[src/rtl/spi_master_if.sv]
// Byte handshake and SPI pin bundle for spi_master.
// The master modport is the DUT side; slave is the sequencer/pin side.
interface spi_master_if;
    logic       start_i;
    logic [7:0] byte_to_send_i;
    logic       ready_o;
    logic       done_o;
    logic [7:0] byte_received_o;
    logic       sclk_o;
    logic       mosi_o;
    logic       miso_i;
    logic       ss_o_n;

    modport master (
        input  start_i, byte_to_send_i, miso_i,
        output ready_o, done_o, byte_received_o, sclk_o, mosi_o, ss_o_n
    );

    modport slave (
        output start_i, byte_to_send_i, miso_i,
        input  ready_o, done_o, byte_received_o, sclk_o, mosi_o, ss_o_n
    );
endinterface

[src/rtl/spi_master.sv]
// SPI mode 0 master: 8-bit MSb-first full-duplex transfers on a single system clock,
// SClk from a half-period divider, start/ready/done byte handshake.
module spi_master #(
    parameter int unsigned CLK_DIV    = 4,
    parameter int unsigned GAP_CYCLES = 4
) (
    input  logic          sysClk_i,
    input  logic          reset_i,
    spi_master_if.master  bus
);

    generate
        if (CLK_DIV < 4 || CLK_DIV > 255) begin : g_bad_div
            $error("spi_master: CLK_DIV must be in 4..255");
        end
        if (GAP_CYCLES < 1 || GAP_CYCLES > 256) begin : g_bad_gap
            $error("spi_master: GAP_CYCLES must be in 1..256");
        end
    endgenerate

    localparam logic [7:0] DIV_LAST = 8'(CLK_DIV - 1);
    localparam logic [7:0] GAP_LAST = 8'(GAP_CYCLES - 1);

    typedef enum logic [2:0] {
        IDLE,
        SETUP,
        SHIFT,
        HOLD,
        GAP
    } state_t;

    state_t     state;
    state_t     state_d;

    logic [7:0] cnt;
    logic [3:0] edge_cnt;
    logic       div_tick;
    logic       gap_tick;

    // Bits still to send; the current MSb already sits on mosi_q.
    logic [6:0] tx_sr;
    logic [7:0] rx_sr;
    logic       miso_meta;
    logic       miso_s;

    logic       sclk_q;
    logic       mosi_q;
    logic       ss_n_q;
    logic       done_q;
    logic [7:0] rx_byte_q;
    logic       ready;

    assign div_tick = (cnt == DIV_LAST);
    assign gap_tick = (cnt == GAP_LAST);

    always_ff @(posedge sysClk_i) begin
        if (reset_i) begin
            state <= IDLE;
        end else begin
            state <= state_d;
        end
    end

    always_comb begin
        state_d = state;
        case (state)
            IDLE:    if (bus.start_i) state_d = SETUP;
            SETUP:   if (div_tick) state_d = SHIFT;
            SHIFT:   if (div_tick && sclk_q && edge_cnt == 4'd15) state_d = HOLD;
            HOLD:    if (div_tick) state_d = GAP;
            GAP:     if (gap_tick) state_d = IDLE;
            default: state_d = IDLE;
        endcase
    end

    always_comb begin
        ready = (state == IDLE);
    end

    always_ff @(posedge sysClk_i) begin
        if (reset_i) begin
            cnt       <= '0;
            edge_cnt  <= '0;
            tx_sr     <= '0;
            rx_sr     <= '0;
            miso_meta <= 1'b0;
            miso_s    <= 1'b0;
            sclk_q    <= 1'b0;
            mosi_q    <= 1'b0;
            ss_n_q    <= 1'b1;
            done_q    <= 1'b0;
            rx_byte_q <= '0;
        end else begin
            miso_meta <= bus.miso_i;
            miso_s    <= miso_meta;
            done_q    <= 1'b0;
            case (state)
                IDLE: begin
                    cnt <= '0;
                    if (bus.start_i) begin
                        tx_sr    <= bus.byte_to_send_i[6:0];
                        mosi_q   <= bus.byte_to_send_i[7];
                        ss_n_q   <= 1'b0;
                        rx_sr    <= '0;
                        edge_cnt <= '0;
                    end
                end
                SETUP: begin
                    cnt <= div_tick ? '0 : cnt + 8'd1;
                end
                SHIFT: begin
                    if (div_tick) begin
                        cnt      <= '0;
                        sclk_q   <= ~sclk_q;
                        edge_cnt <= edge_cnt + 4'd1;
                        if (!sclk_q) begin
                            rx_sr <= {rx_sr[6:0], miso_s};
                        end else begin
                            tx_sr  <= {tx_sr[5:0], 1'b0};
                            mosi_q <= (edge_cnt == 4'd15) ? 1'b0 : tx_sr[6];
                        end
                    end else begin
                        cnt <= cnt + 8'd1;
                    end
                end
                HOLD: begin
                    if (div_tick) begin
                        cnt       <= '0;
                        ss_n_q    <= 1'b1;
                        rx_byte_q <= rx_sr;
                        done_q    <= 1'b1;
                    end else begin
                        cnt <= cnt + 8'd1;
                    end
                end
                GAP: begin
                    cnt <= gap_tick ? '0 : cnt + 8'd1;
                end
                default: begin
                    cnt <= '0;
                end
            endcase
        end
    end

    assign bus.ready_o         = ready;
    assign bus.done_o          = done_q;
    assign bus.byte_received_o = rx_byte_q;
    assign bus.sclk_o          = sclk_q;
    assign bus.mosi_o          = mosi_q;
    assign bus.ss_o_n          = ss_n_q;

endmodule

[src/flat_wrapper.sv]
// flat-port wrapper written by rule: the top's interface ports become plain ports
module spi_master_flat 
#(
    parameter int unsigned CLK_DIV    = 4,
    parameter int unsigned GAP_CYCLES = 4
)
  (sysClk_i, reset_i, bus_start_i, bus_byte_to_send_i, bus_miso_i, bus_ready_o, bus_done_o, bus_byte_received_o, bus_sclk_o, bus_mosi_o, bus_ss_o_n);
  spi_master_if bus_i ();
  input  logic sysClk_i;
  input  logic reset_i;
  input wire logic [$bits(bus_i.start_i)-1:0] bus_start_i;
  input wire logic [$bits(bus_i.byte_to_send_i)-1:0] bus_byte_to_send_i;
  input wire logic [$bits(bus_i.miso_i)-1:0] bus_miso_i;
  output wire logic [$bits(bus_i.ready_o)-1:0] bus_ready_o;
  output wire logic [$bits(bus_i.done_o)-1:0] bus_done_o;
  output wire logic [$bits(bus_i.byte_received_o)-1:0] bus_byte_received_o;
  output wire logic [$bits(bus_i.sclk_o)-1:0] bus_sclk_o;
  output wire logic [$bits(bus_i.mosi_o)-1:0] bus_mosi_o;
  output wire logic [$bits(bus_i.ss_o_n)-1:0] bus_ss_o_n;
  assign bus_i.start_i = bus_start_i;
  assign bus_i.byte_to_send_i = bus_byte_to_send_i;
  assign bus_i.miso_i = bus_miso_i;
  assign bus_ready_o = bus_i.ready_o;
  assign bus_done_o = bus_i.done_o;
  assign bus_byte_received_o = bus_i.byte_received_o;
  assign bus_sclk_o = bus_i.sclk_o;
  assign bus_mosi_o = bus_i.mosi_o;
  assign bus_ss_o_n = bus_i.ss_o_n;
  spi_master #(.CLK_DIV(CLK_DIV), .GAP_CYCLES(GAP_CYCLES)) u_core (.sysClk_i(sysClk_i), .reset_i(reset_i), .bus(bus_i));
endmodule
[config.mk]
export PLATFORM = sky130hd
export DESIGN_NAME = spi_master_flat
export DESIGN_NICKNAME = d
export VERILOG_FILES = /design/src/rtl/spi_master_if.sv /design/src/rtl/spi_master.sv /design/src/flat_wrapper.sv
export SDC_FILE = /design/constraint.sdc
export NUM_CORES = 1
export LEC_CHECK = 0
export ABC_CLOCK_PERIOD_IN_PS = 3200
export BUFFER_PORTS_ARGS = -buffer_cell sky130_fd_sc_hd__buf_2
export CORE_AREA = 2 2 61 63
export DETAILED_ROUTE_END_ITERATION = 10
export DIE_AREA = 0 0 63 65
export GPL_ROUTABILITY_DRIVEN = 0
export PLACE_DENSITY = 0.75
export SETUP_SLACK_MARGIN = 0.2
export SKIP_LAST_GASP = 1
export SLEW_MARGIN = 20
export SYNTH_ARGS = -nofsm -noshare
export SYNTH_HDL_FRONTEND = slang
export SYNTH_SLANG_ARGS = --single-unit
[constraint.sdc]
create_clock -name sysClk_i -period 3.2 [get_ports sysClk_i]
set_clock_uncertainty 0.15 [all_clocks]
set_input_delay 0.32 -clock sysClk_i [delete_from_list [all_inputs] [get_ports sysClk_i]]
set_output_delay 0.32 -clock sysClk_i [all_outputs]
set_load 0.01 [all_outputs]
; Word-level counts from Yosys, hierarchy flattened
; Index checks and enable logic that the tools add are counted.
[op_classes]
add_sub_neg = 2
eq_ne = 14
muxes = 26
bitwise_logic = 3
reduce_logical = 15
[op_table]
columns = operator, n
row1 = two-way mux 8 bit, 3
row2 = two-way mux 7 bit, 3
row3 = case mux 8 bit (2 select lines), 1
row4 = two-way mux 3 bit, 5
row5 = case mux 3 bit (5 select lines), 1
row6 = case mux 7 bit (2 select lines), 1
row7 = "inequality test 2 x 1 -> 1 bit, second input constant", 6
row8 = "adder 8 x 1 -> 8 bit, second input constant", 1
row9 = "equality test 8 x 2 -> 1 bit, second input constant", 1
row10 = two-way mux 4 bit, 2
row11 = case mux 4 bit (2 select lines), 1
row12 = AND reduction 4 bit, 2
row13 = two-way mux 1 bit, 7
row14 = "equality test 3 x 2 -> 1 bit, second input constant", 2
row15 = AND reduction 3 bit, 2
row16 = AND reduction 5 bit, 1
row17 = "adder 4 x 1 -> 4 bit, second input constant", 1
row18 = "equality test 4 bit, second input constant", 1
row19 = "inequality test 2 bit, second input constant", 2
row20 = case mux 1 bit (2 select lines), 2
row21 = AND reduction 2 bit, 2
row22 = nonzero test 2 bit, 2
row23 = OR reduction 4 bit, 1
row24 = "equality test 3 x 1 -> 1 bit, second input constant", 1
row25 = 6 further kinds, 9
[word_totals]
regBits = 44
inputBits = 12
output_inout_bits = 13
elab_cells = 72

; Logic depth before layout (Yosys ltp)
[logic_depth]
word_depth = 5
ltp_mapped = 7
mapped_depth_nobuf = 5

; Worst setup path before layout
; Ideal clock, no wire load.
[synth_path]
path_type = reg2reg
from = reg u_core.cnt[0]
to = reg u_core.edge_cnt[3]
setup_time_ps = 70
t_arrival_ps = 1712
required_time_ps = 2980
path_slack_ps = 1269
stages_incl_launch_ff = 6
path_buffers = 0
synth_period_minus_slack_ps = 1931
path_cell_list = dfxtp_1 > ha_1 > nor3b_2 > nand3_1 > or3_1 > a21oi_1
[synth_between]
elab_chain_cells = 3
[synth_rtl]
columns = item, line_no
row1 = from (decl), spi_master.sv:35  ; logic [7:0] cnt;
row2 = from (signal assigned), spi_master.sv:109  ; cnt <= div_tick ? '0 : cnt + 8'd1;
row3 = from (signal assigned), spi_master.sv:123  ; cnt <= cnt + 8'd1;
row4 = from (signal assigned), spi_master.sv:133  ; cnt <= cnt + 8'd1;
row5 = equality test 8 x 2 -> 1 bit, spi_master.sv:53  ; assign div_tick = (cnt == DIV_LAST);
row6 = inequality test 2 x 1 -> 1 bit (no source line), --
row7 = AND reduction 3 bit (no source line), --
row8 = to (signal assigned), spi_master.sv:115  ; edge_cnt <= edge_cnt + 4'd1;
row9 = to (decl), spi_master.sv:36  ; logic [3:0] edge_cnt;
; No other way between the ends.
; A chain may end at the register's enable or synchronous reset.

; Final worst setup path
[layout_path]
from = reg u_core.cnt[0]
to = reg u_core.mosi_q, in the netlist u_core.bus.mosi_o
[layout_between]
elab_chain_cells = 3
[layout_rtl]
columns = item, line_no
row1 = equality test 8 x 2 -> 1 bit, spi_master.sv:53
row2 = inequality test 2 x 1 -> 1 bit (no source line), --
row3 = AND reduction 4 bit (no source line), --
row4 = to (signal assigned), spi_master.sv:102  ; mosi_q <= bus.byte_to_send_i[7];
row5 = to (signal assigned), spi_master.sv:120  ; mosi_q <= (edge_cnt == 4'd15) ? 1'b0 : tx_sr[6];
row6 = to (decl), spi_master.sv:47  ; logic mosi_q;
; No other way between the ends.

==> run_results.csv <==
group,metric,value,unit
synthesis,synth-seq-area-share,48.2,%
synthesis,synthArstFlopShare,0,%
clock_network,root_buffer,"clkbuf_4",
setup_path,r2r_end,"u_core.bus.mosi_o$_SDFFE_PP0P_",
setup_path,cp_slowest_stage_delay,560,ps
detailed_routing,vias,1433,
global_route,grt_pass1_wl,5580,µm
min_path,hold_path.class,"in2reg",
power_and_ir_drop,p_comb_share,7.1,%
synthesis,synthCells,197,
synthesis,synth.distinct_cells,35,
die,die_h,65,µm
global_route,use_met2,28.2,%
setup_path,path_max_fanout,9,
power_and_ir_drop,p_leak,0.830,nW
detailed_routing,firstDrtPassIters,4,
clock_network,cts_made_buffers,5,
setup_path,r2r_setup_slack,980,ps
clock_network,cts_buffer_depth,2,
synthesis,syn_nets,211,
clock_network,post_cts_buffers,0,
synthesis,synthTopCellsByArea,"dfxtp_1 (48%), nand3_1 (4.9%), mux2i_1 (4.4%)",
global_route,grt_max_degree,36,
power_and_ir_drop,peakVddDrop,0.215,mV
setup_path,start_kind,"register",
timing,setup_viol,0,
detailed_routing,routed_wirelength,3330,µm
synthesis,yosys-top-cells-count,"dfxtp_1 (44), nor2_1 (21), nand3_1 (18)",
synthesis,netlist_area,1830,µm²
timing,fin_crit,2220,ps
timing,fin_setup_tns,0,ps
setup_path,reg2reg_depth,5,
detailed_routing,drc,0,
detailed_routing,ant_nets,0,
min_path,hold_depth,2,
flow_run,drv_cap,0,
clock_network,clkLatencyLatePin,370,ps
setup_path,worst-path-buf-inv,0,
die,num_rows,22,
synthesis,synth_top_flop_cell,"dfxtp_1",
synthesis,synth-compound-area-share,11.5,%
power_and_ir_drop,seqPwrFrac,64.1,%
min_path,hold_end,"u_core.miso_meta$_SDFF_PP0_",
timing,fin_crit_sh,69.3,%
synthesis,synth_top_area_share,48.2,%
die,fp.dieW,63,µm
setup_path,crit_arrival,2340,ps
global_route,met1_usage,21.9,%
power_and_ir_drop,p_clk_share,28.7,%
power_and_ir_drop,switching_share,25.1,%
detailed_routing,avgViaCountPerCell,5.39,
global_route,antenna_found_initial,0,
setup_path,crit_type,"reg2reg",
final_layout,fillCellCount,340,
synthesis,synth-seq-cells,44,
status,status,"finished, final reports clean",
place,post-place-cells,259,
power_and_ir_drop,internal_power,0.669,mW
synthesis,synth_fa_ha_area_share,1.37,%
die,dieArea,4100,µm²
final_layout,syn2layout_area_growth,10.4,%
place,port_buffers,24,
global_route,gr-total-overflow,0,
timing,slew_violations,0,
timing,hold_violations,0,
place,dp.final_hpwl,2290,µm
die,start_util,52.3,%
final_layout,finalNonFillerCells,266,
clock_network,cts.sinks,44,
power_and_ir_drop,power_density,442,nW/µm²
synthesis,synth_edf_count,0,
place,post_dp_cell_area,1970,µm²
power_and_ir_drop,p_switching,0.224,mW
die,core_area,3500,µm²
synthesis,synth-simple-area-share,25.3,%
setup_path,cp.depth,5,
clock_network,htree_levels,2,
detailed_routing,detail_route.iter0.violations,101,
die,ios,25,
timing,slew_headroom,55.3,%
synthesis,yosysMostFrequentCell,"dfxtp_1",
clock_network,clkTransAtPathRegs,120,ps
synthesis,avgSynthCellArea,9.29,µm²
synthesis,synth_xor_area_share,5.27,%
synthesis,synthMuxAreaShare,4.38,%
final_layout,finalInstanceArea,2020,µm²
timing,tightestPinTransition,670,ps
setup_path,critPathCaptureType,"register",
clock_network,hold_buffers,0,
detailed_routing,wl_per_cell,12.5,µm
setup_path,crit_chain,"ha_1, nor3b_2, nand4_4, and2_0, a211oi_1",
setup_path,r2r-start,"u_core.cnt[0]$_SDFF_PP0_",
final_layout,layout-drive-gt1-share,16.5,%
setup_path,slowest_stage,"nor3b_2",
min_path,hp-start,"bus_miso_i",
setup_path,required,3330,ps
global_route,grt_usage,17.6,%
synthesis,yosys_warnings,0,
final_layout,final_net_count,232,
global_route,grt_use_met3,4.51,%
clock_network,postCtsResizedCells,0,
synthesis,synth_top_family_by_area,"simple AND/OR/NAND/NOR gates",
global_route,grt_pass1_vias,1287,
synthesis,yosys.area.top_type,"dfxtp_1",
clock_network,cts_tree,"yes",
timing,clock.fmax,451,MHz
global_route,top_usage_layer,"met2",
timing,rsz0062_at_grt,"false",
final_layout,diodes,0,
setup_path,critPathTopFamily,"simple AND/OR/NAND/NOR gates",
[how the worst max path moves through the flow]
stage | start | to
detailed placement | u_core.cnt[0]$_SDFF_PP0_ | u_core.edge_cnt[3]$_SDFFE_PP0P_
CTS | u_core.cnt[0]$_SDFF_PP0_ | u_core.bus.mosi_o$_SDFFE_PP0P_
floorplan | u_core.cnt[0]$_SDFF_PP0_ | u_core.edge_cnt[3]$_SDFFE_PP0P_
global placement | u_core.cnt[0]$_SDFF_PP0_ | u_core.tx_sr[3]$_SDFFE_PP0P_
finish | u_core.cnt[0]$_SDFF_PP0_ | u_core.bus.mosi_o$_SDFFE_PP0P_
global route | u_core.cnt[0]$_SDFF_PP0_ | u_core.tx_sr[3]$_SDFFE_PP0P_
[layout make-up]
class | instances | area, µm² | share of cell area, %
Timing Repair Buffer | 25 | 128 | 6.32
Clock buffer | 5 | 37.5 | 1.86
Inverter | 7 | 26.3 | 1.30
Sequential cell | 44 | 881 | 43.6
Clock inverter | 2 | 12.5 | 0.620
Multi-Input combinational cell | 135 | 875 | 43.3
Tap cell | 48 | 60.1 | 2.97
[sequential cells by signal (all words and copies together), names as in the netlist]
name and flops:
u_core.bus.byte_received_o 8, u_core.bus.done_o 1, u_core.bus.mosi_o 1, u_core.bus.sclk_o 1
u_core.bus.ss_o_n 1, u_core.cnt 8, u_core.edge_cnt 4, u_core.miso_meta 1
u_core.miso_s 1, u_core.rx_sr 8, u_core.state 3, u_core.tx_sr 7
[per-layer routing]
layer  vias up  routed length (µm)
met4         0                  70
met3         7                 140
li1        730                   -
met2        30                1520
met5         -                   0
met1       666                1600
[worst reg2reg max path, cell delays in order, from the launching register on]
cell and delay (ps):
dfxtp_1 360, ha_1 220, nor3b_2 560, nand4_4 240
and2_0 330, a211oi_1 280
[metrics by stage]
stage	util [%]	total power, mW	hold WS [ps]	worst slack (ps)
after floorplan	-	0.631	263	1270
after global placement	56.3	0.649	267	1030
after detailed placement	56.3	0.649	280	1020
after CTS	57.8	0.900	14.7	984
after global routing	57.8	0.924	14.7	769
final	57.8	0.892	23.2	982
[layout by cell type, fill, tap and decap left out, types with 7 or more instances in the layout]
| cell | instances |
|---|---|
| a211oi_1 | 7 |
| a21oi_1 | 13 |
| a221oi_1 | 7 |
| buf_2 | 24 |
| dfxtp_1 | 44 |
| inv_1 | 7 |
| mux2i_1 | 8 |
| nand2_1 | 12 |
| nand3_1 | 18 |
| nor2_1 | 21 |
| nor2b_1 | 8 |
| xor2_1 | 8 |
[cell families after synthesis]
logic type      Yosys count
fa+ha+maj                 2
flops                    44
compound gates           32
mux                       8
simple gates             82
xor+xnor                 11
buf+inv                  18
[power by group through the flow]
stage                     registers (mW)  clock network (mW)  logic, mW
after floorplan                    0.583                   0     0.0473
after global placement             0.585                   0     0.0645
after detailed placement           0.584                   0     0.0646
after CTS                          0.572               0.263     0.0649
after global routing               0.575               0.278     0.0715
final                              0.572               0.256     0.0637
Power figures use the tool's default switching activity.
